--- src/rtl/uart_tx_arb_pkg.sv ---
// Shared types and helpers for the serial-pin arbiter (uart_tx_arbiter).
// Optional macro UART_TX_ARB_COLLISION_EN enables collision reporting in the top.
package uart_tx_arb_pkg;

    typedef enum logic [1:0] {
        OWN_NONE = 2'd0,
        OWN_TAPE = 2'd1,
        OWN_MIDI = 2'd2,
        OWN_UART = 2'd3
    } owner_t;

    typedef enum logic {
        IDLE  = 1'b0,
        OWNED = 1'b1
    } state_t;

    localparam int COLL_CNT_W = 8;

    // A timeout of 1 would give a zero-width counter; keep at least one bit.
    function automatic int timer_width(input int timeout);
        return (timeout > 1) ? $clog2(timeout) : 1;
    endfunction

    // Requester vectors are packed as {uart, midi, tape}.
    function automatic owner_t pick_owner(input logic [2:0] tog);
        if (tog[2])      return OWN_UART;
        else if (tog[1]) return OWN_MIDI;
        else if (tog[0]) return OWN_TAPE;
        else             return OWN_NONE;
    endfunction

    function automatic logic owner_line(input owner_t who, input logic [2:0] lines);
        case (who)
            OWN_TAPE: return lines[0];
            OWN_MIDI: return lines[1];
            OWN_UART: return lines[2];
            default:  return 1'b1;
        endcase
    endfunction

    function automatic logic [2:0] owner_mask(input owner_t who);
        case (who)
            OWN_TAPE: return 3'b001;
            OWN_MIDI: return 3'b010;
            OWN_UART: return 3'b100;
            default:  return 3'b000;
        endcase
    endfunction

endpackage

--- src/rtl/uart_tx_arb_timer.sv ---
// Idle timer for the arbiter: reloads to IDLE_TIMEOUT-1, counts down while
// the owner line rests at mark, holds otherwise, and flags zero.
module uart_tx_arb_timer
    import uart_tx_arb_pkg::*;
#(
    parameter int IDLE_TIMEOUT = 84000
) (
    input  logic clk_sys,
    input  logic reset_n,
    input  logic load,
    input  logic dec,
    output logic zero
);

    localparam int TW = timer_width(IDLE_TIMEOUT);
    localparam logic [TW-1:0] RELOAD = TW'(IDLE_TIMEOUT - 1);

    logic [TW-1:0] count;

    always_ff @(posedge clk_sys) begin
        if (!reset_n) begin
            count <= '0;
        end else if (load) begin
            count <= RELOAD;
        end else if (dec && (count != '0)) begin
            count <= count - TW'(1);
        end
    end

    assign zero = (count == '0);

endmodule

--- src/rtl/uart_tx_arbiter.sv ---
// Shares one serial pin between tape, MIDI and UART requesters by toggle-grant.
// Define UART_TX_ARB_COLLISION_EN to get the collision pulse and counter.
module uart_tx_arbiter
    import uart_tx_arb_pkg::*;
#(
    parameter int IDLE_TIMEOUT = 84000
) (
    input  logic       clk_sys,
    input  logic       reset_n,
    input  logic       tape_out,
    input  logic       midi_out,
    input  logic       uart_out,
    output logic       uart_tx,
    output logic [1:0] owner,
    output logic       busy,
    output logic       collision,
    output logic [7:0] collision_cnt
);

    logic [2:0] lines;
    logic [2:0] prev_lines;
    logic [2:0] tog;
    logic [2:0] own_mask;
    state_t     state;
    owner_t     owner_q;
    owner_t     grant_id;
    logic       own_line;
    logic       own_tog;
    logic       timer_zero;
    logic       release_now;
    logic       grant;
    logic       timer_load;
    logic       timer_dec;

    assign lines = {uart_out, midi_out, tape_out};
    assign tog   = lines ^ prev_lines;

    // Loading the live inputs during reset too keeps the first cycle toggle-free.
    always_ff @(posedge clk_sys) begin
        prev_lines <= lines;
    end

    always_comb begin
        own_mask    = owner_mask(owner_q);
        own_line    = owner_line(owner_q, lines);
        own_tog     = |(tog & own_mask);
        release_now = (state == OWNED) && timer_zero && own_line && !own_tog;
        grant       = ((state == IDLE) || release_now) && (|tog);
        grant_id    = pick_owner(tog);
        timer_load  = grant || ((state == OWNED) && own_tog);
        timer_dec   = (state == OWNED) && own_line && !own_tog && !release_now;
    end

    uart_tx_arb_timer #(
        .IDLE_TIMEOUT(IDLE_TIMEOUT)
    ) u_timer (
        .clk_sys(clk_sys),
        .reset_n(reset_n),
        .load   (timer_load),
        .dec    (timer_dec),
        .zero   (timer_zero)
    );

    always_ff @(posedge clk_sys) begin
        if (!reset_n) begin
            state   <= IDLE;
            owner_q <= OWN_NONE;
            uart_tx <= 1'b1;
        end else begin
            case (state)
                IDLE: begin
                    if (grant) begin
                        state   <= OWNED;
                        owner_q <= grant_id;
                        uart_tx <= owner_line(grant_id, lines);
                    end
                end
                OWNED: begin
                    // A toggle landing on the release cycle is a fresh grant.
                    if (grant) begin
                        owner_q <= grant_id;
                        uart_tx <= owner_line(grant_id, lines);
                    end else if (release_now) begin
                        state   <= IDLE;
                        owner_q <= OWN_NONE;
                        uart_tx <= 1'b1;
                    end else begin
                        uart_tx <= own_line;
                    end
                end
                default: begin
                    state   <= IDLE;
                    owner_q <= OWN_NONE;
                    uart_tx <= 1'b1;
                end
            endcase
        end
    end

    assign owner = owner_q;
    assign busy  = (owner_q != OWN_NONE);

`ifdef UART_TX_ARB_COLLISION_EN
    logic coll_hit;

    assign coll_hit = (state == OWNED) && !release_now && (|(tog & ~own_mask));

    always_ff @(posedge clk_sys) begin
        if (!reset_n) begin
            collision     <= 1'b0;
            collision_cnt <= '0;
        end else begin
            collision <= coll_hit;
            if (coll_hit && (collision_cnt != {COLL_CNT_W{1'b1}})) begin
                collision_cnt <= collision_cnt + 8'd1;
            end
        end
    end
`else
    assign collision     = 1'b0;
    assign collision_cnt = '0;
`endif

endmodule
--- config.mk ---
export PLATFORM = sky130hd
export DESIGN_NAME = uart_tx_arbiter
export DESIGN_NICKNAME = d
export VERILOG_FILES = /design/src/rtl/uart_tx_arb_pkg.sv /design/src/rtl/uart_tx_arb_timer.sv /design/src/rtl/uart_tx_arbiter.sv
export SDC_FILE = /design/constraint.sdc
export NUM_CORES = 1
export LEC_CHECK = 0
export ABC_AREA = 0
export CELL_PAD_IN_SITES_DETAIL_PLACEMENT = 1
export CELL_PAD_IN_SITES_GLOBAL_PLACEMENT = 2
export CORE_UTILIZATION = 25
export DETAILED_ROUTE_END_ITERATION = 8
export GPL_TIMING_DRIVEN = 0
export HOLD_SLACK_MARGIN = 0.06
export PLACE_DENSITY_LB_ADDON = 0.1
export REMOVE_ABC_BUFFERS = 1
export SETUP_SLACK_MARGIN = 0.3
export SLEW_MARGIN = 20
export SYNTH_ARGS = -nofsm -noshare
export SYNTH_HDL_FRONTEND = slang
export SYNTH_HIERARCHICAL = 1
export SYNTH_SLANG_ARGS = --single-unit
--- constraint.sdc ---
create_clock -name clk_sys -period 3 [get_ports clk_sys]
set_input_delay 0.6 -clock clk_sys [delete_from_list [all_inputs] [get_ports clk_sys]]
set_output_delay 0.6 -clock clk_sys [all_outputs]
set_load 0.02 [all_outputs]
After elaboration in Yosys (flattened, before gate mapping)
Cells that the tools add are included.
- $add $sub $neg: 1
- equal/unequal tests: 8
- multiplexer cells: 20
- bitwise logic cells: 4
- reductions and logical operators: 21
- operator list (operator ; number):
    17-bit two-way mux ; 2
    17-bit zero test ; 1
    17-bit nonzero test ; 1
    17-bit by 1-bit subtractor with 17-bit output, second input constant ; 1
    2-bit two-way mux ; 5
    1-bit logical AND ; 9
    3-bit case mux with 3 select lines ; 1
    2-bit equality test, second input constant ; 4
    1-bit two-way mux ; 7
    1-bit case mux with 3 select lines ; 2
    3-bit OR reduction ; 2
    2-bit by 1-bit equality test with 1-bit output, second input constant ; 2
    1-bit case mux with 2 select lines ; 2
    2-bit case mux with 2 select lines ; 1
    2-bit nonzero test ; 2
    3-bit AND ; 1
    3-bit by 1-bit inequality test with 1-bit output, second input constant ; 1
    3-bit bitwise XOR ; 1
    1-bit zero test ; 2
    1-bit logical OR ; 2
    2-bit inequality test, second input constant ; 1
    1-bit NOT ; 2
    2-bit AND reduction ; 1
    2-bit OR reduction ; 1
- register bits after elaboration: 24
- bits of input ports: 5
- output and inout port bits: 13
- logic and storage cells: 60

Logic depth before layout (Yosys ltp)
- depth in word-level cells: 11
- gate-level depth with buffers: 13
- gate-level depth less buffers: 12

Hierarchy
The synthesis kept the hierarchy.
- by module, submodules not included (module ; times used ; cells an instance ; area an instance (µm²) ; sequential area each (µm²)):
    uart_tx_arb_timer ; 1 ; 105 ; 888.4 ; 340.3
    uart_tx_arbiter ; 1 ; 56 ; 491.7 ; 140.1

Worst setup path after synthesis
OpenSTA, ideal clock, no wires.
- kind: register to register
- start point: register u_timer.count[0]
- end point: register u_timer.count[13]
- library setup time: 0.116 ns
- arrival: 2.617 ns
- data required time: 2.884 ns
- setup slack: 0.267 ns
- cell stages (with the launch flop): 14
- buffers on the path: 1
- period minus slack after synthesis: 2.733 ns
- cells stage by stage: dfxtp_1 -> inv_1 -> ha_1 -> nor4b_1 -> nand4_1 -> inv_1 -> buf_2 -> o31a_1 -> a31oi_1 -> o2bb2ai_1 -> inv_1 -> nand2_1 -> nor2_1 -> a41o_1
- cells in the longest elaborated chain, start to end: 8
- elaborated cells on any way between the ends: 13
- those cells by class: add/sub: 1; reduce/logical: 12
- RTL lines (element ; line ; text):
    start: declaration ; uart_tx_arb_timer.sv:18 ; logic [TW-1:0] count;
    start signal: assignment ; uart_tx_arb_timer.sv:26 ; count <= count - TW'(1);
    17-bit zero test ; uart_tx_arb_timer.sv:30 ; assign zero = (count == '0);
    named net timer_zero ; uart_tx_arbiter.sv:29 ; logic timer_zero;
    1-bit logical AND (3 in series) ; uart_tx_arbiter.sv:47 ; release_now = (state == OWNED) && timer_zero && own_line && !own_tog;
    1-bit logical OR ; uart_tx_arbiter.sv:48 ; grant = ((state == IDLE) || release_now) && (|tog);
    1-bit logical AND ; uart_tx_arbiter.sv:48 ;
    1-bit logical OR ; uart_tx_arbiter.sv:50 ; timer_load = grant || ((state == OWNED) && own_tog);
    named net timer_load ; uart_tx_arbiter.sv:32 ; logic timer_load;
    2-bit OR reduction (no line) ; - ;
The timed path passes the listed nets, and every way through them passes these cells.
A chain may end at the register's enable or synchronous reset.

Final worst setup path
- start point: register u_timer.count[0]
- end point: register u_timer.count[9]
- elaborated cells on any way between the ends: 13
- those cells by class: add/sub: 1; reduce/logical: 12
- RTL lines (element ; line ; text):
    17-bit zero test ; uart_tx_arb_timer.sv:30 ;
    named net timer_zero ; uart_tx_arbiter.sv:29 ;
    1-bit logical AND (3 in series) ; uart_tx_arbiter.sv:47 ;
    1-bit zero test ; uart_tx_arbiter.sv:51 ; timer_dec = (state == OWNED) && own_line && !own_tog && !release_now;
    1-bit logical AND ; uart_tx_arbiter.sv:51 ;
    named net timer_dec ; uart_tx_arbiter.sv:33 ; logic timer_dec;
    1-bit logical AND ; uart_tx_arb_timer.sv:25 ; end else if (dec && (count != '0)) begin
The timed path passes the listed nets, and every way through them passes these cells.

==> run metrics <==
Reg2Reg Depth=11; TNS Setup=0 ns; commonest non-fill, non-tap cell in the layout=dfxtp_1; final slew viol count=0; Nets=around 190; Reg2Reg Launch Point=u_timer/count[0]; LEAKAGE=approximately 0.6 nW; largest net degree at the start of global routing=15; NetSw=roughly 0.00029 W; sequential area share after synthesis=between 30% and 40%; Final Hold Viols=0; global route overflow=0; CP max FO=6; sw frac=34.8%; measured slew at the worst slew-check pin=between 0.7 and 0.8 ns; internal power=approximately 0.00055 W; relative slew slack=approximately 50%; CP Capture Type=flip-flop; critical path class=reg2reg; CTS Buf Count=3; Max H-tree Level=1; Setup crit start kind=flip-flop; Mapped Cells=161; area grow syn2layout=24.2%; number of distinct library cells after synthesis=47; Initial Util=a little over a quarter; Final Cycle Share=85.4%; layout cells sized above 1=between 10% and 20%; Core Rows=26; leading register cell type out of synthesis=dfxtp_1; Tot GR Track Use=between 10% and 20%; Clk pwr share=between 20 and 25%; starting DRC count in detailed routing=31; insertion delay to the later sink of the worst-skew pair=roughly 0.27 ns; die footprint=around 5800 sq um; Max VDD drop=between 0.2 and 0.25 mV; Comb power frac=roughly a third; PortBufs=8; CTS tree=built; fin crit period=between 2 and 3 ns; Vias/cell=5.19; Longest Clk Path Bufs=2; final setup violating endpoints=0; core area=5200 sq um; Clock Sink Count=24; initial antenna violation count=0; pwr dens=a little under 500 nW/um^2; Arr. time, crit path=2.77 ns; Routed Antenna Nets=0; fillers=~620; drt drc=0; post-DP HPWL=around 2700 microns; status=complete, no violations; Die Y=around 76 microns; Ports=18; WL/cell=between 15 and 20 microns; Post-Place Worst Slack=-0.780 ns; via count=around 1300; worst hold path class=reg2reg; unrepaired setup endpoints after global routing=false; CTS root buf=clkbuf_8; ys async rst share=0%; EDFF count, synth=0; Yosys reg bits=24; Hold Crit Depth=2; warnings from Yosys=6; Total Wirelength=between 3000 and 4000 microns; vias in the first global route=1324; Max Clock Skew=0.00399 ns; Post-DP Area=roughly 1500 sq um; mapped cell area=between 1000 and 1500 sq um; CP required=around 3.2 ns; Worst Hold Launch=u_timer/count[15]; design area=1710 sq um; Max-cap violations=0; Mean Syn Cell Area=around 8.6 sq um; FF-to-FF setup slack=approximately 0.44 ns; # diodes=0; RePlAce Congestion=roughly 0.74; upper clock frequency limit=between 0.3 and 0.4 GHz; TritonRoute pass-1 iters=4; die extent in x=about 76 microns; Clock transition at path regs=0.09 ns; most frequent cells in the layout=dfxtp_1 (24), nand2_1 (11), buf_4 (10); start point of the critical path=u_timer/count[0]; Flop pwr share=between 40 and 50%; first-pass GRT wire length=around 6500 microns; Final WS setup=0.439 ns
[path summary, 6_finish.rpt]
path	end
max	u_timer/count[9]
min	u_timer/count[15]
max reg2reg	u_timer/count[9]
min reg2reg	u_timer/count[15]
[power by group through the flow]
stage	Sequential (W)	Combinational, W	Clock [W]
3_3_place_gp	0.000383	0.000219	0
4_1_cts	0.000379	0.000262	0.000209
2_1_floorplan	0.000382	0.000150	0
6_report	0.000380	0.000268	0.000196
3_5_place_dp	0.000385	0.000227	0
5_1_grt	0.000385	0.000293	0.000224
[metal layers]
layer | vias up | track usage (%) | part of all wire [%]
met5 | - | 0 | 0
met4 | 0 | 2.31 | 0.39
met3 | 2 | 3.23 | 2.9
met2 | 22 | 23.2 | 48
met1 | 639 | 18.3 | 49
li1 | 629 | - | -
[synth_stat cells (3+ instances only)]
cell | count | share of area, %
nor3_1 | 3 | 1.1
a311oi_1 | 3 | 1.9
or3_1 | 5 | 2.3
mux2i_1 | 4 | 2.9
dfxtp_1 | 24 | 35
inv_1 | 10 | 2.7
o21ai_0 | 9 | 3.3
nor3b_1 | 3 | 1.6
nor2_1 | 4 | 1.1
nor4_1 | 5 | 2.3
nand3_1 | 4 | 1.5
a31oi_1 | 8 | 3.6
o31ai_1 | 4 | 2.2
nand2b_1 | 4 | 1.8
or4_1 | 3 | 1.6
buf_4 | 9 | 4.9
o31a_1 | 3 | 1.9
nand2_1 | 12 | 3.3
a21oi_1 | 8 | 2.9
[layout make-up]
type | count | area [sq um] | area share (%)
Clock buffer | 3 | 41.3 | 2.41
Inverter | 10 | 45.0 | 2.63
Multi-Input combinational cell | 124 | 905 | 52.8
Sequential cell | 24 | 480 | 28.0
Tap cell | 70 | 87.6 | 5.11
Timing Repair Buffer | 18 | 155 | 9.05
[cell families (layout without fill, tap and decap cells)]
logic type      count (synthesis)  in the layout  share of synthesized area [%]
simple gates                   60             60                           26.4
other cells                     1              9                          0.272
flops                          24             24                           34.8
compound gates                 44             44                           21.8
fa+ha+maj                       3              3                           2.54
buf+inv                        21             31                           8.25
xor+xnor                        4              4                           3.08
mux                             4              4                           2.90
[sequential cells by signal, indices dropped and copies added (netlist names)]
register and flops:
u_timer/count 17, prev_lines 3, owner 2, state 1
uart_tx 1
[worst max-delay path, cell delays in order (launching register included)]
cell and delay [ns]:
dfxtp_1 0.38, inv_1 0.09, ha_1 0.23, nor4b_2 0.17, nand4_1 0.15, clkinvlp_4 0.13, buf_4 0.14, nor3b_2 0.19
buf_4 0.17, nand3_1 0.12, or4_2 0.56, a21oi_1 0.15
[what timing repair did]
item / 4_1_cts / 5_1_grt
pin swaps: 5 / 2
hold buffers: 0 / 0
buffers inserted: 7 / 2
gates cloned: 0 / 0
resized for setup: 14 / 3
setup endpoints to repair: 17 / 8
[stage by stage]
step / hold slack (ns) / util (%) / std cells / power [W]
finish: 0.507 / 32.9 / 249 / 0.000844
global route: 0.542 / 32.9 / 249 / 0.000902
CTS: 0.507 / 32.3 / 247 / 0.000850
detailed placement: 0.493 / 29.1 / 237 / 0.000611
global placement: 0.475 / 28.8 / 236 / 0.000602
floorplan: 0.451 / - / 158 / 0.000532
No activity file was read; power rests on OpenSTA's default activity.
